### config.mk
export PLATFORM = sky130hd
export DESIGN_NAME = str_to_num
export DESIGN_NICKNAME = d
export VERILOG_FILES = /design/src/rtl/str_to_num_pkg.sv /design/src/rtl/str_to_num_ascii_digit.sv /design/src/rtl/str_to_num.sv
export SDC_FILE = /design/constraint.sdc
export NUM_CORES = 1
export LEC_CHECK = 0
export ABC_AREA = 0
export ABC_CLOCK_PERIOD_IN_PS = 15050
export BUFFER_PORTS_ARGS = -buffer_cell sky130_fd_sc_hd__buf_2
export CAP_MARGIN = 5
export CELL_PAD_IN_SITES_DETAIL_PLACEMENT = 0
export CELL_PAD_IN_SITES_GLOBAL_PLACEMENT = 1
export CORE_MARGIN = 2
export CORE_UTILIZATION = 45
export CTS_BUF_LIST = sky130_fd_sc_hd__clkbuf_4 sky130_fd_sc_hd__clkbuf_8
export CTS_CLUSTER_SIZE = 20
export DETAILED_ROUTE_END_ITERATION = 8
export HOLD_SLACK_MARGIN = 0.15
export MAX_ROUTING_LAYER = met4
export PLACE_DENSITY_LB_ADDON = 0.1
export SYNTH_ARGS = -nofsm -noshare
export SYNTH_HDL_FRONTEND = slang
export SYNTH_SLANG_ARGS = --single-unit
export TNS_END_PERCENT = 100
### constraint.sdc
create_clock -name clk -period 15.05 [get_ports clk]
set_input_delay 3.01 -clock clk [delete_from_list [all_inputs] [get_ports clk]]
set_output_delay 3.01 -clock clk [all_outputs]
set_load 0.05 [all_outputs]
### src/rtl/str_to_num_pkg.sv
// Shared state encoding and ASCII constants for the
// str_to_num / str_sender block family.
package str_to_num_pkg;

   typedef enum logic [2:0] {
      IDLE,
      ZERO,
      DEC,
      HEX_PFX,
      HEX,
      EMIT
   } state_t;

   localparam logic [7:0] CH_0  = 8'h30;
   localparam logic [7:0] CH_9  = 8'h39;
   localparam logic [7:0] CH_UA = 8'h41;
   localparam logic [7:0] CH_UF = 8'h46;
   localparam logic [7:0] CH_LA = 8'h61;
   localparam logic [7:0] CH_LF = 8'h66;
   localparam logic [7:0] CH_LX = 8'h78;
   localparam logic [7:0] CH_UX = 8'h58;

endpackage

### src/rtl/str_to_num_ascii_digit.sv
// Combinational ASCII classifier: decimal/hex digit flags
// and the digit's numeric value.
module ascii_digit
   import str_to_num_pkg::*;
(
   input  logic [7:0] ch,
   output logic       is_dec,
   output logic       is_hex,
   output logic [3:0] value
);

   logic is_up;
   logic is_lo;

   always_comb begin
      is_dec = (ch >= CH_0) && (ch <= CH_9);
      is_up  = (ch >= CH_UA) && (ch <= CH_UF);
      is_lo  = (ch >= CH_LA) && (ch <= CH_LF);
      is_hex = is_dec || is_up || is_lo;
      value  = '0;
      unique case (1'b1)
         is_dec:         value = ch[3:0];
         is_up, is_lo:   value = ch[3:0] + 4'd9;
         default:        value = '0;
      endcase
   end

endmodule

### src/rtl/str_to_num.sv
// ASCII character stream to unsigned number parser with
// decimal and 0x-prefixed hex support and sticky overflow.
module str_to_num
   import str_to_num_pkg::*;
#(
   parameter int W = 32
) (
   input  logic         clk,
   input  logic         rst,
   input  logic [7:0]   s_dtm,
   input  logic         s_vld,
   output logic         s_rdy,
   output logic [W-1:0] m_dtm,
   output logic         m_hex,
   output logic         m_ovf,
   output logic         m_vld,
   input  logic         m_rdy
);

   state_t         st, st_nxt;
   logic [W-1:0]   acc, acc_nxt;
   logic           ovf, ovf_nxt;
   logic           hex, hex_nxt;
   logic           is_dec, is_hex;
   logic [3:0]     dv;
   logic [W+3:0]   dec_step, hex_step;
   logic           s_fire, m_fire, is_x;

   ascii_digit u_dig (
      .ch     (s_dtm),
      .is_dec (is_dec),
      .is_hex (is_hex),
      .value  (dv)
   );

   // Four guard bits catch any carry out of the low W bits.
   assign dec_step = {4'b0, acc} * (W+4)'(10) + (W+4)'(dv);
   assign hex_step = {acc, dv};
   assign s_fire   = s_vld && s_rdy;
   assign m_fire   = m_vld && m_rdy;
   assign is_x     = (s_dtm == CH_LX) || (s_dtm == CH_UX);

   always_ff @(posedge clk) begin
      if (rst) begin
         st  <= IDLE;
         acc <= '0;
         ovf <= 1'b0;
         hex <= 1'b0;
      end else begin
         st  <= st_nxt;
         acc <= acc_nxt;
         ovf <= ovf_nxt;
         hex <= hex_nxt;
      end
   end

   always_comb begin
      st_nxt  = st;
      acc_nxt = acc;
      ovf_nxt = ovf;
      hex_nxt = hex;
      unique case (st)
         IDLE: if (s_fire && is_dec) begin
            acc_nxt = W'(dv);
            st_nxt  = (dv == 4'd0) ? ZERO : DEC;
         end
         ZERO: if (s_fire) begin
            unique case (1'b1)
               is_x: begin
                  st_nxt  = HEX_PFX;
                  hex_nxt = 1'b1;
               end
               is_dec: begin
                  st_nxt  = DEC;
                  acc_nxt = W'(dv);
               end
               default: st_nxt = EMIT;
            endcase
         end
         HEX_PFX: if (s_fire) begin
            if (is_hex) begin
               st_nxt  = HEX;
               acc_nxt = W'(dv);
            end else begin
               st_nxt = EMIT;
            end
         end
         DEC: if (s_fire) begin
            if (is_dec) begin
               acc_nxt = dec_step[W-1:0];
               ovf_nxt = ovf || (|dec_step[W+3:W]);
            end else begin
               st_nxt = EMIT;
            end
         end
         HEX: if (s_fire) begin
            if (is_hex) begin
               acc_nxt = hex_step[W-1:0];
               ovf_nxt = ovf || (|hex_step[W+3:W]);
            end else begin
               st_nxt = EMIT;
            end
         end
         EMIT: if (m_fire) begin
            st_nxt  = IDLE;
            acc_nxt = '0;
            ovf_nxt = 1'b0;
            hex_nxt = 1'b0;
         end
         default: st_nxt = IDLE;
      endcase
   end

   always_comb begin
      m_vld = (st == EMIT);
      s_rdy = !m_vld;
      m_dtm = acc;
      m_hex = hex;
      m_ovf = ovf;
   end

endmodule

==> results.md, run 1 <==
- PnR worst setup slack: 8050 ps
- Crit. path cell count: 21
- Root buffer cell: clkbuf_8
- Pint: between 300 and 400 uW
- Initial DRC Count: slightly below 400
- Mapped Cells: slightly above 700
- Die H: 112 microns
- Comb power frac: 0.651
- Clock net sink count: 37
- FP Rows: 39
- Largest family of logic cells by synthesized area: simple AND/OR/NAND/NOR gates
- Mean Syn Cell Area: 7.39 sq um
- Slowest-stage cell, CP: or4_4
- Worst R2R Setup Slack: about 11,000 ps
- CTS clk-pin slew, worst paths: about 80 ps
- Routed vias: approximately 5,600
- RSZ-0062 raised after global routing: false
- CP startpoint kind: input pin
- Clock power share: 0.112
- Final Hold Fails: 0
- FF/Latch Area: roughly 740 sq um
- TritonCTS clock tree: yes
- Largest net degree at the start of global routing: 40
- Via/cell ratio: 6.38
- Peak VDD IR: 0.0730 mV
- Netlist cell types: 75
- Post-synth EDFFs: 0
- Final ANT Viol Nets: 0
- Max frequency: between 100 and 150 MHz
- Post-Syn Area: around 0.0053 sq mm
- Warning count from the yosys run: 0
- Worst Path Buf+Inv: 5
- Routed WL: roughly 16 mm
- Min-Delay Path Depth: 2
- Cell family contributing the most delay on the critical path: simple AND/OR/NAND/NOR gates
- Worst hold-check path type: reg2reg
- Setup TNS: 0 ps
- Final period demand of the worst path: roughly 7000 ps
- Initial DRT Pass Iterations: 5
- Final Max Tran Viols: 0
- Most used cell, CP: inv_1
- Synthesized-area fraction occupied by adder cells: 0.163
- Maxcap violations: 0
- Total GRT Usage: 0.266
- Final nets: roughly 820
- Layout cells sized above 1: 0.121
- Pre-CTS WS: slightly below 8000 ps
- CP max stage delay: ~600 ps
- Status: finished clean
- Post-CTS sizing: 0
- Actual slew at the worst max-slew pin: around 740 ps
- Antenna violations before repair: 0
- First-pass GRT wire length: around 27 mm
- Clock Tree Buf Depth: 2
- Vias in the first global route: 5,365
- Worst-path fanout max: 14
- Number of I/O port buffers: between 40 and 50
- GRT overflow: 0
- Multi-input gate area: roughly 0.0044 sq mm
- Worst-skew pair later-pin latency: around 300 ps
- Fin Clk Skew: about 6.3 ps
- Synth Register Bits: 37
- Ys async rst share: 0
- Filler cells: between 1,000 and 1,500
- Worst slew margin: 0.496
- Syn nets: roughly 800
- CP Class: in2reg
- WL per Instance: 18.4 microns
- Die X-Extent: 112 microns
- Antenna diode count: 0
- Sw frac: 0.560
- Routability congestion estimate: roughly 0.89
- Post-Synth Simple-Gate Area: 0.290
- Most frequent cells in the layout: nor2_1, ha_1, nand2_1, a21oi_1, buf_2
- Remaining DRCs: 0
- Most used DFF post-synth: dfxtp_1
- Boundary pin count: 48
- H-Tree Depth: 2
- CTS Buf Count: 5
- Die area: 0.0127 sq mm
- Core region area: roughly 0.011 sq mm
- Layout area overhead: 7.61%
- CP cell instances: buf_2 > inv_1 > ha_1 > o21bai_1 > a2111oi_2 > buf_4 > a22oi_1 > inv_1 > ha_1 > inv_1 > fa_1 > nor2b_1 > nor2_1 > nor2_4 > nand3_1 > or3_1 > or4_4 > nor4_4 > a31o_2 > a21oi_1 > or2_2
- Cts-stage hold buffer count: 0
- Post-CTS Setup Bufs: 0
- CP endpoint kind: flop
- Commonest non-fill, non-tap cell in the layout: nor2_1
- Tcrit/Tclk final: 0.465
- Reg2Reg Depth: 12
- CP Data Required Time: around 15,000 ps
- Leakage power: 0.00249 uW
- Xor-xnor portion of the synthesized cell area: 0.0661
- Setup violators final: 0
- Initial core utilization: 0.462
- Sequential area share after synthesis: 0.140
- Worst path arrival time: 7190 ps
- Post-synthesis compound-gate area fraction: 0.287
- Reg power frac: 0.237
- Psw: approximately 380 uW
- Power Density: 120 mW/mm^2
- DP HPWL: approximately 13 mm
- Mux cell area share after synthesis: 0.0120
[state kept, by name (all words and copies together), names as in the netlist]
register,cells
m_ovf,1
m_hex,1
m_dtm,32
st,3
[power by group through the flow]
| stage | Clock (uW) | Combinational, uW | Sequential [uW] |
|---|---|---|---|
| detailed placement | 0 | 442 | 164 |
| global placement | 0 | 437 | 164 |
| CTS | 77.0 | 444 | 162 |
| finish | 76.9 | 446 | 163 |
| floorplan | 0 | 304 | 197 |
| global route | 82.0 | 496 | 166 |
[tightest hold or removal path, stage by stage (launching register included)]
cell and delay [ps]:
dfxtp_1 360, nand2_1 70, a21oi_1 50
[Yosys cell counts, types with 6 or more instances]
library cell,instances,area (sq um)
nand2_1,60,225
nor2_1,69,259
o21a_1,10,75.1
a31oi_1,11,68.8
o2111ai_1,6,52.6
xnor2_1,30,263
nand4_1,15,93.8
nand2b_1,7,43.8
o31ai_1,6,45.0
or2_2,6,37.5
buf_2,12,60.1
and4_1,6,52.6
xor2_1,10,87.6
a22oi_1,8,60.1
o21ai_0,39,195
dfxtp_1,37,741
a221oi_1,19,166
nor3_1,41,205
a21o_1,15,113
nor4_1,7,43.8
clkbuf_1,25,93.8
inv_1,17,63.8
nand3_1,25,125
and3_1,8,50.1
or3_1,9,56.3
a21oi_1,55,275
and2_1,7,43.8
ha_1,66,826
[routing by layer]
metal | global-route usage | part of all wire
met3 | 0.0329 | 0.055
met1 | 0.354 | 0.46
met4 | 0.0756 | 0.026
met2 | 0.428 | 0.46
met5 | - | 0
[per-stage QoR]
| step | area (sq um) | util | std cells | hold slack, ps | power (uW) |
|---|---|---|---|---|---|
| detailed placement | 5610 | 0.489 | 874 | 525 | 607 |
| global route | 5700 | 0.497 | 881 | 561 | 744 |
| floorplan | 5300 | - | 717 | 654 | 501 |
| CTS | 5700 | 0.497 | 881 | 534 | 683 |
| global placement | 5610 | 0.489 | 874 | 518 | 601 |
| finish | 5700 | 0.497 | 881 | 528 | 686 |
[area by class of cell]
cell class / instances / area share
clock buffer: 6 / 0.0145
clock inverter: 1 / 0.00132
inverter: 17 / 0.0112
multi-input combinational: 625 / 0.764
sequential: 37 / 0.130
tap: 143 / 0.0314
timing repair buffer: 52 / 0.0479
[kinds of logic after synthesis]
family	after synthesis
adders and majority gates	68
buffers and inverters	55
AOI/OAI and AO/OA	221
and+or+nand+nor	290
xor gates and xnor gates	40
muxes	6
DFF	37
[path summary, 6_finish.rpt]
kind | from | endpoint
worst max-delay path | s_dtm[1] | m_dtm[31]
worst max register to register | m_dtm[8] | m_dtm[28]
worst min-delay path | m_dtm[0] | m_dtm[0]
worst min register to register | m_dtm[0] | m_dtm[0]
Note: power is estimated with default switching activity, not from simulation.
==> inputs of run 2 (changes only) <==
ABC_AREA = 1   (was 0)
ABC_CLOCK_PERIOD_IN_PS = 6200   (was 15050)
CORE_UTILIZATION = 39   (was 45)
clock period = 6.2 ns   (was 15.05 ns; I/O delays follow)
==> results.md, run 2 <==
- Commonest non-fill, non-tap cell in the layout: nand2_1
- Final nets: 1,160 (+42%)
- Most used cell, CP: nand2_1
- CTS Buf Count: 5 (unchanged)
- Number of flip-flops in the largest register: 32 (unchanged)
- Worst R2R Setup Slack: 2570 ps (-8190 ps)
- CTS clk-pin slew, worst paths: 70 ps (about the same)
- Reg2reg start: st[1]
- Worst Setup EP: m_dtm[31]
- Setup TNS: 0 ps (unchanged)
- Tcrit/Tclk final: 0.760
- Reg2Reg Depth: 15 (+3)
- Via/cell ratio: 4.97 (-22%)
- Area leader, netlist: nand2_1
- Status: finished clean
- Netlist cell types: 44 (-41%)
- RSZ-0062 raised after global routing: false
- Worst hold-check path type: reg2reg
- Total GRT Usage: 0.250 (-0.0161)
- Pre-CTS WS: 1190 ps (-6550 ps)
- Initial DRT Pass Iterations: 5 (unchanged)
- Multi-input gate area: 0.00433 sq mm (-0.60%)
- Die H: 126 microns (+12%)
- Ys async rst share: 0 (unchanged)
- H-Tree Depth: 2 (unchanged)
- Non-filler cells, final: 1,264 (+43%)
- Clock net sink count: 37 (unchanged)
- Remaining DRCs: 0 (unchanged)
- Most used DFF post-synth: dfxtp_1
- R2r endpoint: m_dtm[20]
- Post-CTS sizing: 0 (unchanged)
- FP Rows: 44 (+13%)
- Die X-Extent: 126 microns (+12%)
- Most numerous cell in the Yosys netlist: nand2_1
- Final ANT Viol Nets: 0 (unchanged)
- TritonCTS clock tree: yes
- Vias in the first global route: 6,004 (+12%)
- Most frequent cells in the layout: nand2_1, inv_1, nor2_1, nand3_1, ha_1
- Mapped Cells: 1,039 (+45%)
- CP Data Required Time: 6440 ps (-8810 ps)
- First-pass GRT wire length: 31.1 mm (+15%)
- Peak VDD IR: 0.139 mV (+91%)
- Slowest-stage cell, CP: fa_1
- Boundary pin count: 48 (unchanged)
- Syn nets: 1,119 (+40%)
- FF/Latch Area: 741 sq um (unchanged)
- Worst Path Buf+Inv: 4 (-1)
- Routed vias: 6,285 (+12%)
- Core region area: 0.0145 sq mm (+27%)
- Crit. path cell count: 26 (+24%)
- Layout area overhead: 8.89%
- Area fraction of the dominant cell type after synthesis: 0.245 (+0.0886)
- Post-synth EDFFs: 0 (unchanged)
- Initial DRC Count: 407 (+5.7%)
- Max frequency: roughly 210 MHz
- Final period demand of the worst path: roughly 4700 ps
- Largest net degree at the start of global routing: 34 (-15%)
- Routability congestion estimate: 0.907 (+1.7%)
- Number of I/O port buffers: 47 (unchanged)
- Final Hold Fails: 0 (unchanged)
- Maxcap violations: 0 (unchanged)
- Actual slew at the worst max-slew pin: 793 ps (+56.3 ps)
- Fin Clk Skew: 7.64 ps (+1.33 ps)
- Routed WL: 18.8 mm (+16%)
- Clock Tree Buf Depth: 2 (unchanged)
- Leakage power: 0.00344 uW (+38%)
- Synth area leaders: nand2_1, ha_1, dfxtp_1
- Cts-stage hold buffer count: 0 (unchanged)
- Root buffer cell: clkbuf_8
- Setup violators final: 0 (unchanged)
- Worst-path fanout max: 9 (-5)
- WL per Instance: 14.9 microns (-19%)
- Sequential area share after synthesis: 0.128 (-0.0122)
- Cell family contributing the most delay on the critical path: simple AND/OR/NAND/NOR gates
- CP max stage delay: 370 ps (-230 ps)
- Synth Register Bits: 37 (unchanged)
- Placed Area: 0.00623 sq mm (+11%)
- Filler cells: 1,700 (+47%)
- Worst-skew pair later-pin latency: 310 ps (about the same)
- Warning count from the yosys run: 0 (unchanged)
- Placed cell count: 1,257 (+44%)
- CP endpoint kind: flop
- Die area: 0.0159 sq mm (+25%)
- CP Class: in2reg
- Antenna diode count: 0 (unchanged)
- CP startpoint kind: input pin
- Worst Setup SP: s_dtm[1]
- DP HPWL: 15.3 mm (+20%)
- Post-CTS Setup Bufs: 0 (unchanged)
- Worst path arrival time: 4950 ps (-2240 ps)
- Power Density: 107 mW/mm^2 (-11%)
- Mean Syn Cell Area: 5.58 sq um (-24%)
- Post-synth top cells: nand2_1, inv_1, nor2_1
- Final instance area: 0.00632 sq mm (+11%)
- Layout cells sized above 1: 0.128 (+0.00718)
- Final Max Tran Viols: 0 (unchanged)
- Worst slew margin: 0.472 (-0.0248)
- GRT overflow: 0 (unchanged)
- Initial core utilization: 0.399 (-0.0627)
- Antenna violations before repair: 0 (unchanged)
- Post-Syn Area: 0.00580 sq mm (+9.5%)
- PnR worst setup slack: 1490 ps (-6560 ps)
[run 2: cell types whose count changed after synthesis, sizes merged, moves of 10 or more]
cell    change
a21o       -15
a221oi     -20
clkbuf     -14
inv       +159
nand2     +341
nand3      +49
nor2       +29
nor3       -30
o21a       -10
xnor2      -27
[run 2: layout make-up]
cell class	instances	area share
multi-input combinational	807	0.685
timing repair buffer	50	0.0408
inverter	179	0.106
tap	184	0.0364
sequential	37	0.117
clock buffer	7	0.0143
[run 2: worst min-delay path by stage]
stage | startpoint | endpoint | slack [ps] | cells past startpoint
detailed placement | m_ovf | m_ovf | 440 | 2
finish | m_ovf | m_ovf | 440 | 2
global placement | m_ovf | m_ovf | 440 | 2
global route | m_ovf | m_ovf | 480 | 2
CTS | m_ovf | m_ovf | 450 | 2
floorplan | st[2] | st[2] | 490 | 2
[run 2: worst register-to-register path, stage by stage, from the launching register on]
cell and delay, ps:
dfxtp_1 360, inv_1 120, nor3_2 40, buf_4 230, inv_1 420, a21oi_1 130, a211oi_1 230, nand2_1 150
inv_1 70, nand4_1 70, buf_4 260, inv_1 450, nand2_1 140, inv_1 550, nand2_1 170, a21oi_1 150
[run 2: metrics by stage]
stage	utilization	power, uW	hold slack [ps]
2_1_floorplan	-	427	489
3_3_place_gp	0.428	499	441
3_5_place_dp	0.428	495	437
4_1_cts	0.435	683	449
5_1_grt	0.435	721	476
6_report	0.435	676	444
[run 2: report_power, final]
| part | switching [uW] | leakage, uW | internal (uW) |
|---|---|---|---|
| registers | 17.1 | 0.000298 | 247 |
| clock network | 94.0 | 0.0000477 | 92.7 |
| logic | 165 | 0.00309 | 60.0 |
[run 2: routing by layer]
layer / vias to the layer above / global-route usage / share of wire
li1: 3378 / - / -
met2: 118 / 0.409 / 0.45
met1: 2765 / 0.333 / 0.49
met4: 0 / 0.0646 / 0.026
met3: 24 / 0.0251 / 0.027
met5: - / - / 0
[run 2: cells by family after synthesis]
family          share of synthesized area
xor+xnor                           0.0151
simple gates                        0.464
buf+inv                             0.127
flops                               0.128
compound gates                      0.117
fa+ha+maj                           0.149
